<file path="src/rtl/sseg_pkg.sv">
// Shared constants, register map and FSM state type for the
// seven-segment refresh controller.
package sseg_pkg;

  localparam logic [1:0] ADDR_HEX   = 2'd0;
  localparam logic [1:0] ADDR_POINT = 2'd1;
  localparam logic [1:0] ADDR_LE    = 2'd2;
  localparam logic [1:0] ADDR_BLINK = 2'd3;

  localparam int unsigned BLINK_EN_BIT = 8;
  localparam logic [7:0]  LE_RESET     = 8'hFF;

  typedef enum logic [1:0] {
    IDLE   = 2'd0,
    COMMIT = 2'd1,
    START  = 2'd2,
    HOLD   = 2'd3
  } state_e;

  // Blank mask seen by the driver: static blanks plus blinking digits in the off phase.
  function automatic logic [7:0] blink_le(input logic [7:0] le,
                                          input logic [7:0] bmask,
                                          input logic       ben,
                                          input logic       phase);
    return le | ({8{ben & phase}} & bmask);
  endfunction

endpackage

</file>
<file path="src/rtl/sseg_tick_gen.sv">
// Enabled modulo-DIV divider; tick_o is high for the one enabled cycle in
// which the count sits at its terminal value, and the count wraps to zero.
module sseg_tick_gen #(
  parameter int unsigned DIV   = 2,
  parameter int unsigned CNT_W = 1
) (
  input  logic clk,
  input  logic rst,
  input  logic en_i,
  output logic tick_o
);

  localparam logic [CNT_W-1:0] TERM = CNT_W'(DIV - 1);

  logic [CNT_W-1:0] cnt_q, cnt_d;

  assign tick_o = en_i && (cnt_q == TERM);

  always_comb begin
    cnt_d = cnt_q;
    if (tick_o) begin
      cnt_d = '0;
    end else if (en_i) begin
      cnt_d = cnt_q + CNT_W'(1);
    end
  end

  always_ff @(posedge clk) begin
    if (rst) begin
      cnt_q <= '0;
    end else begin
      cnt_q <= cnt_d;
    end
  end

endmodule

</file>
<file path="src/rtl/sseg_refresh_ctrl.sv">
// Register front-end and refresh scheduler for the serial seven-segment
// driver: shadows bus writes, commits them between transfers, adds refresh/blink.
//
// state  | meaning
// IDLE   | waiting for dirty shadows or a pending refresh
// COMMIT | display registers just latched from shadows (visible this cycle)
// START  | one-cycle start pulse to the driver
// HOLD   | outputs frozen while the driver shifts
module sseg_refresh_ctrl #(
  parameter int unsigned REFRESH_DIV = 1000000,
  parameter int unsigned HOLD_CYCLES = 160,
  parameter int unsigned BLINK_DIV   = 50
) (
  input  logic        clk,
  input  logic        rst,
  input  logic        we,
  input  logic [1:0]  addr,
  input  logic [31:0] wdata,
  output logic [31:0] hexs,
  output logic [7:0]  points,
  output logic [7:0]  LEs,
  output logic        start,
  output logic        busy
);

  import sseg_pkg::*;

  localparam int unsigned TMR_W = $clog2(REFRESH_DIV);
  localparam int unsigned BLK_W = $clog2(BLINK_DIV) + 1;
  localparam int unsigned HLD_W = $clog2(HOLD_CYCLES) + 1;
  localparam logic [HLD_W-1:0] HOLD_LAST = HLD_W'(HOLD_CYCLES - 1);

  state_e           state_q, state_d;
  logic [HLD_W-1:0] hold_q, hold_d;
  logic             load;

  logic [31:0] sh_hex_q, sh_hex_d;
  logic [7:0]  sh_pt_q, sh_pt_d;
  logic [7:0]  sh_le_q, sh_le_d;
  logic [7:0]  sh_bmask_q, sh_bmask_d;
  logic        sh_ben_q, sh_ben_d;

  logic        dirty_q, dirty_d;
  logic        pending_q, pending_d;
  logic        phase_q, phase_d;

  logic [31:0] hexs_q, hexs_d;
  logic [7:0]  points_q, points_d;
  logic [7:0]  les_q, les_d;

  logic        refresh_tick;
  logic        blink_tick;

  sseg_tick_gen #(
    .DIV   (REFRESH_DIV),
    .CNT_W (TMR_W)
  ) u_refresh_tick (
    .clk    (clk),
    .rst    (rst),
    .en_i   (1'b1),
    .tick_o (refresh_tick)
  );

  sseg_tick_gen #(
    .DIV   (BLINK_DIV),
    .CNT_W (BLK_W)
  ) u_blink_tick (
    .clk    (clk),
    .rst    (rst),
    .en_i   (refresh_tick),
    .tick_o (blink_tick)
  );

  always_comb begin
    sh_hex_d   = sh_hex_q;
    sh_pt_d    = sh_pt_q;
    sh_le_d    = sh_le_q;
    sh_bmask_d = sh_bmask_q;
    sh_ben_d   = sh_ben_q;
    if (we) begin
      case (addr)
        ADDR_HEX:   sh_hex_d = wdata;
        ADDR_POINT: sh_pt_d  = wdata[7:0];
        ADDR_LE:    sh_le_d  = wdata[7:0];
        ADDR_BLINK: begin
          sh_bmask_d = wdata[7:0];
          sh_ben_d   = wdata[BLINK_EN_BIT];
        end
        default: ;
      endcase
    end
  end

  // The display registers latch on the edge into COMMIT, so new data is
  // visible one cycle before start; a write or tick on that same edge
  // re-arms its flag instead of being lost.
  always_comb begin
    state_d = state_q;
    hold_d  = hold_q;
    load    = 1'b0;
    case (state_q)
      IDLE: begin
        if (dirty_q || pending_q) begin
          load    = 1'b1;
          state_d = COMMIT;
        end
      end
      COMMIT: begin
        state_d = START;
      end
      START: begin
        state_d = HOLD;
        hold_d  = '0;
      end
      HOLD: begin
        if (hold_q == HOLD_LAST) begin
          state_d = IDLE;
        end else begin
          hold_d = hold_q + HLD_W'(1);
        end
      end
      default: begin
        state_d = IDLE;
      end
    endcase
  end

  always_comb begin
    dirty_d   = we | (dirty_q & ~load);
    pending_d = refresh_tick | blink_tick | (pending_q & ~load);
    phase_d   = phase_q ^ blink_tick;
    hexs_d    = hexs_q;
    points_d  = points_q;
    les_d     = les_q;
    if (load) begin
      hexs_d   = sh_hex_q;
      points_d = sh_pt_q;
      les_d    = blink_le(sh_le_q, sh_bmask_q, sh_ben_q, phase_q);
    end
  end

  always_ff @(posedge clk) begin
    if (rst) begin
      state_q    <= IDLE;
      hold_q     <= '0;
      sh_hex_q   <= '0;
      sh_pt_q    <= '0;
      sh_le_q    <= LE_RESET;
      sh_bmask_q <= '0;
      sh_ben_q   <= 1'b0;
      dirty_q    <= 1'b1;
      pending_q  <= 1'b0;
      phase_q    <= 1'b0;
      hexs_q     <= '0;
      points_q   <= '0;
      les_q      <= LE_RESET;
    end else begin
      state_q    <= state_d;
      hold_q     <= hold_d;
      sh_hex_q   <= sh_hex_d;
      sh_pt_q    <= sh_pt_d;
      sh_le_q    <= sh_le_d;
      sh_bmask_q <= sh_bmask_d;
      sh_ben_q   <= sh_ben_d;
      dirty_q    <= dirty_d;
      pending_q  <= pending_d;
      phase_q    <= phase_d;
      hexs_q     <= hexs_d;
      points_q   <= points_d;
      les_q      <= les_d;
    end
  end

  assign hexs   = hexs_q;
  assign points = points_q;
  assign LEs    = les_q;
  assign start  = (state_q == START);
  assign busy   = (state_q != IDLE);

endmodule
</file>
<file path="config.mk">
export PLATFORM = sky130hd
export DESIGN_NAME = sseg_refresh_ctrl
export DESIGN_NICKNAME = d
export VERILOG_FILES = /design/src/rtl/sseg_pkg.sv /design/src/rtl/sseg_tick_gen.sv /design/src/rtl/sseg_refresh_ctrl.sv
export SDC_FILE = /design/constraint.sdc
export NUM_CORES = 1
export LEC_CHECK = 0
export CAP_MARGIN = 10
export CORE_MARGIN = 2
export CORE_UTILIZATION = 40
export CTS_BUF_LIST = sky130_fd_sc_hd__clkbuf_8
export DETAILED_ROUTE_END_ITERATION = 8
export GPL_TIMING_DRIVEN = 0
export PLACE_DENSITY = 0.65
export REMOVE_ABC_BUFFERS = 1
export SLEW_MARGIN = 15
export SYNTH_ARGS = -nofsm -noshare
export SYNTH_HDL_FRONTEND = slang
export SYNTH_SLANG_ARGS = --single-unit
</file>
<file path="constraint.sdc">
create_clock -name clk -period 1.9 [get_ports clk]
set_clock_uncertainty 0.05 [all_clocks]
set_input_delay 0.19 -clock clk [delete_from_list [all_inputs] [get_ports clk]]
set_output_delay 0.19 -clock clk [all_outputs]
set_load 0.02 [all_outputs]
</file>
==> impl_metrics.toml, run 1 <==
[status]
status = "complete, no violations"

[sta]
slew_headroom_pct = 42.28
post-route-min-period_ps = 1837
tns_ps = 0
hold_viol = 0
fmax_mhz = 544.4
hold_ws_ps = 78.11
setup_viol = 0
maxSlewViolCount = 0
worst_slew_pin_slew_ps = 865.8
min_period_over_period_pct = 96.68

[detailed_routing]
vias = 5062
drc_errors = 0
routed_via_density = 5.246
dr.pass1.iters = 7
antenna_left = 0
route.detailed.wl_per_inst_um = 14.56
drt-initial-drc-count = 346
drt_wl_total_mm = 14.05

[layout]
area_growth_pct = 30.63
utilization_pct = 53.48
final_nets = 817
diodes = 0
finalInstanceArea_mm2 = 0.007423
drive_above_1_share_pct = 10.45
stdcell_count = 965

[setup_path]
cp_max_fo = 9
critPathKind = "reg2reg"
cp-start-kind = "flop"
cp.required_ps = 2220
cp-end-kind = "flop"
cp.arrival_ps = 2160
r2r_slack_ps = 60

[clock_tree]
cts_sinks = 146
cts_max_path_buffers = 2
htreeDepth = 4
cts_tree = "built"
clk_latency_ps = 440
cts.reportedPaths.clkPinSlew_ps = 80
numCtsBuffers = 17
cts_hold_buf = 0
ctsRootBufferMaster = "clkbuf_8"

[synth]
synth_cells = 685
ys_warn_count = 0
synth_edf_count = 0
ys_seq_area_share_pct = 51.43
synth_area_leaders = "dfxtp_1 51%, nand2_1 14%, a21oi_1 9.6%"
yosysUniqueCellTypes = 54
async_flop_share_pct = 0
syn-cell-area_mm2 = 0.005683
synth_top_cell_by_area = "dfxtp_1"
synthFlopType = "dfxtp_1"
syn_avg_cell_area_um2 = 8.296
synth_top_area_share_pct = 51.43
ys_ff_latch = 146

[global_route]
grt_usage_pct = 18.43
grt_pass1_wl_mm = 21.93
antenna_found_initial = 0
grt.overflow.total = 0
grt_pass1_vias = 4594
grt_max_degree = 75

[floorplan]
initial_utilization_pct = 40.94
die_x_um = 123.2
chipHeight_um = 123.2
dieArea_mm2 = 0.01518
rows = 43
num_io_pins = 87
fp.coreArea_mm2 = 0.01388

[pwr]
p_per_area_mw_per_mm2 = 1027
vdd_drop_max_mv = 0.4552
leakagePower_uw = 0.002651

[place]
port_buffers = 86
dp_cells = 917
dpl.hpwl_mm = 8.789
gp_congestion = 0.7815
dpl_cell_area_mm2 = 0.006756

[flow_run]
drv_cap = 0

[worst_hold_path]
hp-class = "in2reg"
-- cells in the mapped netlist, types with 4 or more instances --
library cell / n
a21oi_1: 109
and2_1: 4
and4_1: 7
buf_2: 4
clkbuf_1: 33
dfxtp_1: 146
ha_1: 7
inv_1: 9
mux2i_1: 9
nand2_1: 205
nand3_1: 22
nand4_1: 5
nor2_1: 26
o211ai_1: 9
o21ai_0: 8
o31ai_1: 10
or3_1: 5
or4_1: 9
xnor2_1: 4
xor2_1: 7
-- final cells by class --
cell class,instances,area [um^2]
fillers,1271,6457
clock buffers,20,275.3
inverters,10,37.54
multi-input cells,492,2711
well taps,180,225.2
flip-flops and latches,146,2932
clock inverters,11,136.4
repair buffers,106,1106
-- metrics by stage --
stage | worst slack, ps | total power (uW)
2_1_floorplan | -1850 | 4185
3_3_place_gp | -4218 | 4486
3_5_place_dp | -604.8 | 5206
4_1_cts | 11.10 | 7705
5_1_grt | -35.18 | 7993
6_report | 63.04 | 7624
-- cell usage in the layout, fill, tap and decap left out, drive strengths merged, types with 4 or more instances in the layout --
cell type	synthesis	layout
clkdlybuf4s50	0	83
clkinv	0	4
or3	6	6
and4	7	7
or4	10	10
a21oi	110	110
nor2	26	26
o211ai	9	9
clkbuf	33	20
xnor2	4	4
ha	7	7
nand4	6	8
o21ai	9	10
o31ai	11	11
nand2	205	205
nand3	22	22
mux2i	9	9
and2	5	5
xor2	7	7
buf	8	21
inv	10	11
dfxtp	146	146
-- state kept, by name, indices dropped and copies added (netlist names), 7 cells and up --
register and count:
LEs 8, hexs 32, hold_q 9, points 8, sh_bmask_q 8, sh_hex_q 32
sh_le_q 8, sh_pt_q 8, u_blink_tick.cnt_q 7, u_refresh_tick.cnt_q 20
-- critical path: stages, from the launching register on --
cell and delay (ps):
dfxtp_1 370, nor4_4 320, nand4b_1 180, buf_4 210, or4_1 480, a21oi_1 160
-- power by group --
part,total (uW),switching [uW],internal [uW]
registers,3360,115,3240
clock network,2490,1110,1380
logic,1770,1070,702
total,7620,2300,5320
-- kinds of logic (layout without fill, tap and decap cells) --
kind of cell    after synthesis  count (layout)  share of synthesized area [%]
compound gates              151             152                          15.04
xor+xnor                     11              11                          1.695
fa+ha+maj                     7               7                          1.541
buf+inv                      51             147                          3.523
flops                       146             146                          51.43
mux                          10              10                          1.783
simple gates                309             312                          24.99
-- per-layer routing --
layer | track usage (%) | wire [um] | vias to the layer above
met1 | 23.16 | 6351 | 2414
met2 | 30.67 | 6982 | 110
met5 | 0 | 0 | -
li1 | - | - | 2531
met3 | 4.982 | 614 | 7
met4 | 5.966 | 99 | 0
-- path summary, 6_finish.rpt --
check	startpoint	end	cells past startpoint
worst min register to register	sh_hex_q[14]	hexs[14]	2
worst max register to register	u_refresh_tick.cnt_q[6]	u_blink_tick.cnt_q[3]	5
worst max-delay path	u_refresh_tick.cnt_q[6]	u_blink_tick.cnt_q[3]	5
worst min-delay path	rst	sh_pt_q[2]	2
-- timing repair --
item | in CTS | in global routing
gates resized for setup | 12 | 13
pin swaps | 5 | 3
setup buffers | 9 | 4
endpoints found under the setup margin | 30 | 47
gates cloned | 3 | 1
Note: power is estimated with default switching activity, not from simulation.
==> run 2, diff against run 1 <==
--- a/config.mk
+++ b/config.mk
@@ -13,6 +13,7 @@
 export GPL_TIMING_DRIVEN = 0
 export PLACE_DENSITY = 0.65
 export REMOVE_ABC_BUFFERS = 1
+export SKIP_CTS_REPAIR_TIMING = 1
 export SLEW_MARGIN = 15
 export SYNTH_ARGS = -nofsm -noshare
 export SYNTH_HDL_FRONTEND = slang
==> run 2 against run 1 <==
Net effect:
- total power decreased by 0.47%
- non-clock buffer count is 8 lower
- flip-flop and latch count unchanged
- largest power group unchanged
- utilization fell by 0.82 points
- sequential share of layout area grew 0.60 points
- count of clock-buffer cells in the layout is the same
- combinational power about the same
- sequential power is essentially flat
- register-to-register slack about the same
- first-iteration DRC count fell by 20%
==> impl_metrics.toml, run 2 (synthesis results as in run 1) <==
[setup_path]
startpoint = "u_refresh_tick.cnt_q[0]"
crit_family = "simple AND/OR/NAND/NOR gates"
cp_slowest_cell = "or4_1"
cp.arrival_ps = 2160
r2r_cells = 5
cp-end-kind = "flop"
critPathKind = "reg2reg"
cp-start-kind = "flop"
r2r_slack_ps = 60
r2r-end = "u_refresh_tick.cnt_q[16]"
endpoint = "u_refresh_tick.cnt_q[16]"
cp_max_fo = 7
cp.required_ps = 2220
worstReg2RegStart = "u_refresh_tick.cnt_q[0]"
max_stage_delay_ps = 530
path_buf_inv = 0
worst-path-stages = 5
crit_chain = "ha_4 -> and4_4 -> nand2_1 -> or4_1 -> a21oi_1"

[global_route]
grt_pass1_vias = 4482
grt.overflow.total = 0
grt_pass1_wl_mm = 21.04
antenna_found_initial = 0
grt_max_degree = 75
grt_usage_pct = 17.64

[sta]
setup_viol = 0
rsz0062_at_grt = "yes"
maxSlewViolCount = 0
slew_headroom_pct = 42.79
worst_slew_pin_slew_ps = 858.1
post-route-min-period_ps = 1838
min_period_over_period_pct = 96.76
hold_viol = 0
fmax_mhz = 544.0
setup_slack_ps = 61.59

[place]
port_buffers = 86
dpl.hpwl_mm = 8.789
place_ws_ps = -604.8
dpl_cell_area_mm2 = 0.006756
gp_congestion = 0.7815

[clock_tree]
clk_latency_ps = 440
numCtsBuffers = 17
cts.reportedPaths.clkPinSlew_ps = 80
ctsRootBufferMaster = "clkbuf_8"
cts_sinks = 146
cts_max_path_buffers = 2
cts_tree = "built"
htreeDepth = 4

[detailed_routing]
vias = 5023
antenna_left = 0
drt_wl_total_mm = 13.86
dr.pass1.iters = 5
drt-initial-drc-count = 276
routed_via_density = 5.254
drc_errors = 0
route.detailed.wl_per_inst_um = 14.50

[layout]
multi_input_area_mm2 = 0.002683
seq_area_mm2 = 0.002930
final_common_cell = "nand2_1"
fillers = 1288
drive_above_1_share_pct = 9.149
finalInstanceArea_mm2 = 0.007310
diodes = 0
area_growth_pct = 28.62
layout_common_cells = "205 x nand2_1, 142 x dfxtp_1, 109 x a21oi_1, 83 x clkdlybuf4s50_1, 25 x nor2_1"
final_nets = 808

[worst_hold_path]
worstHoldPathCells = 2
hp-class = "in2reg"

[floorplan]
initial_utilization_pct = 40.94
chipHeight_um = 123.2
dieArea_mm2 = 0.01518
rows = 43
die_x_um = 123.2
fp.coreArea_mm2 = 0.01388
num_io_pins = 87

[pwr]
leakagePower_uw = 0.002611
p_per_area_mw_per_mm2 = 1038
vdd_drop_max_mv = 0.4540

[status]
status = "complete, no violations"

[flow_run]
drv_cap = 0
run 2: cell count changes in the layout (fill, tap and decap cells not counted), sizes merged:
cell           previous run  this run
buf                      21        13
nand4b                    3         2
dlygate4sd2               1         0
dlymetal6s2s              0         1
clkbuf                   20        21
clkdlybuf4s15             1         0
run 2: through the flow:
stage          util (%)  std cells  TNS [ps]  power (uW)  hold slack (ps)
3_3_place_gp      47.59        910   -453220        4486            386.2
6_report          52.66        956         0        7588            79.20
4_1_cts           51.64        948    -14980        7705            51.70
5_1_grt           52.66        956    -157.8        7966            70.32
3_5_place_dp      48.68        917    -21800        5206            392.9
2_1_floorplan         -        644   -111330        4185            209.1
run 2: layer usage:
layer	part of all wire [%]	vias up	GRT usage (%)
met4	0.69	0	5.682
li1	-	2513	-
met3	4.5	7	5.028
met1	46	2407	22.15
met5	0	-	0
met2	49	96	29.19
run 2: worst min-delay path by stage:
stage            startpoint          to
2_1_floorplan           rst     hexs[0]
3_3_place_gp   sh_hex_q[27]    hexs[27]
3_5_place_dp   sh_hex_q[14]    hexs[14]
4_1_cts                 rst  sh_pt_q[2]
5_1_grt                 rst  sh_pt_q[0]
6_report                rst  sh_pt_q[2]
run 2: layout make-up:
type	count	share of cell area, %
inverter	10	0.5135
clock inverter	11	1.866
clock buffer	20	3.766
tap	180	3.081
multi-input combinational	491	36.70
sequential	146	40.09
timing repair buffer	98	13.98
run 2: power by group:
part / switching (uW) / total, uW / internal (uW) / leakage (uW)
clock network: 1110 / 2490 / 1380 / 0.000208
logic: 1060 / 1740 / 681 / 0.00122
registers: 113 / 3350 / 3240 / 0.00119
total: 2290 / 7590 / 5300 / 0.00261
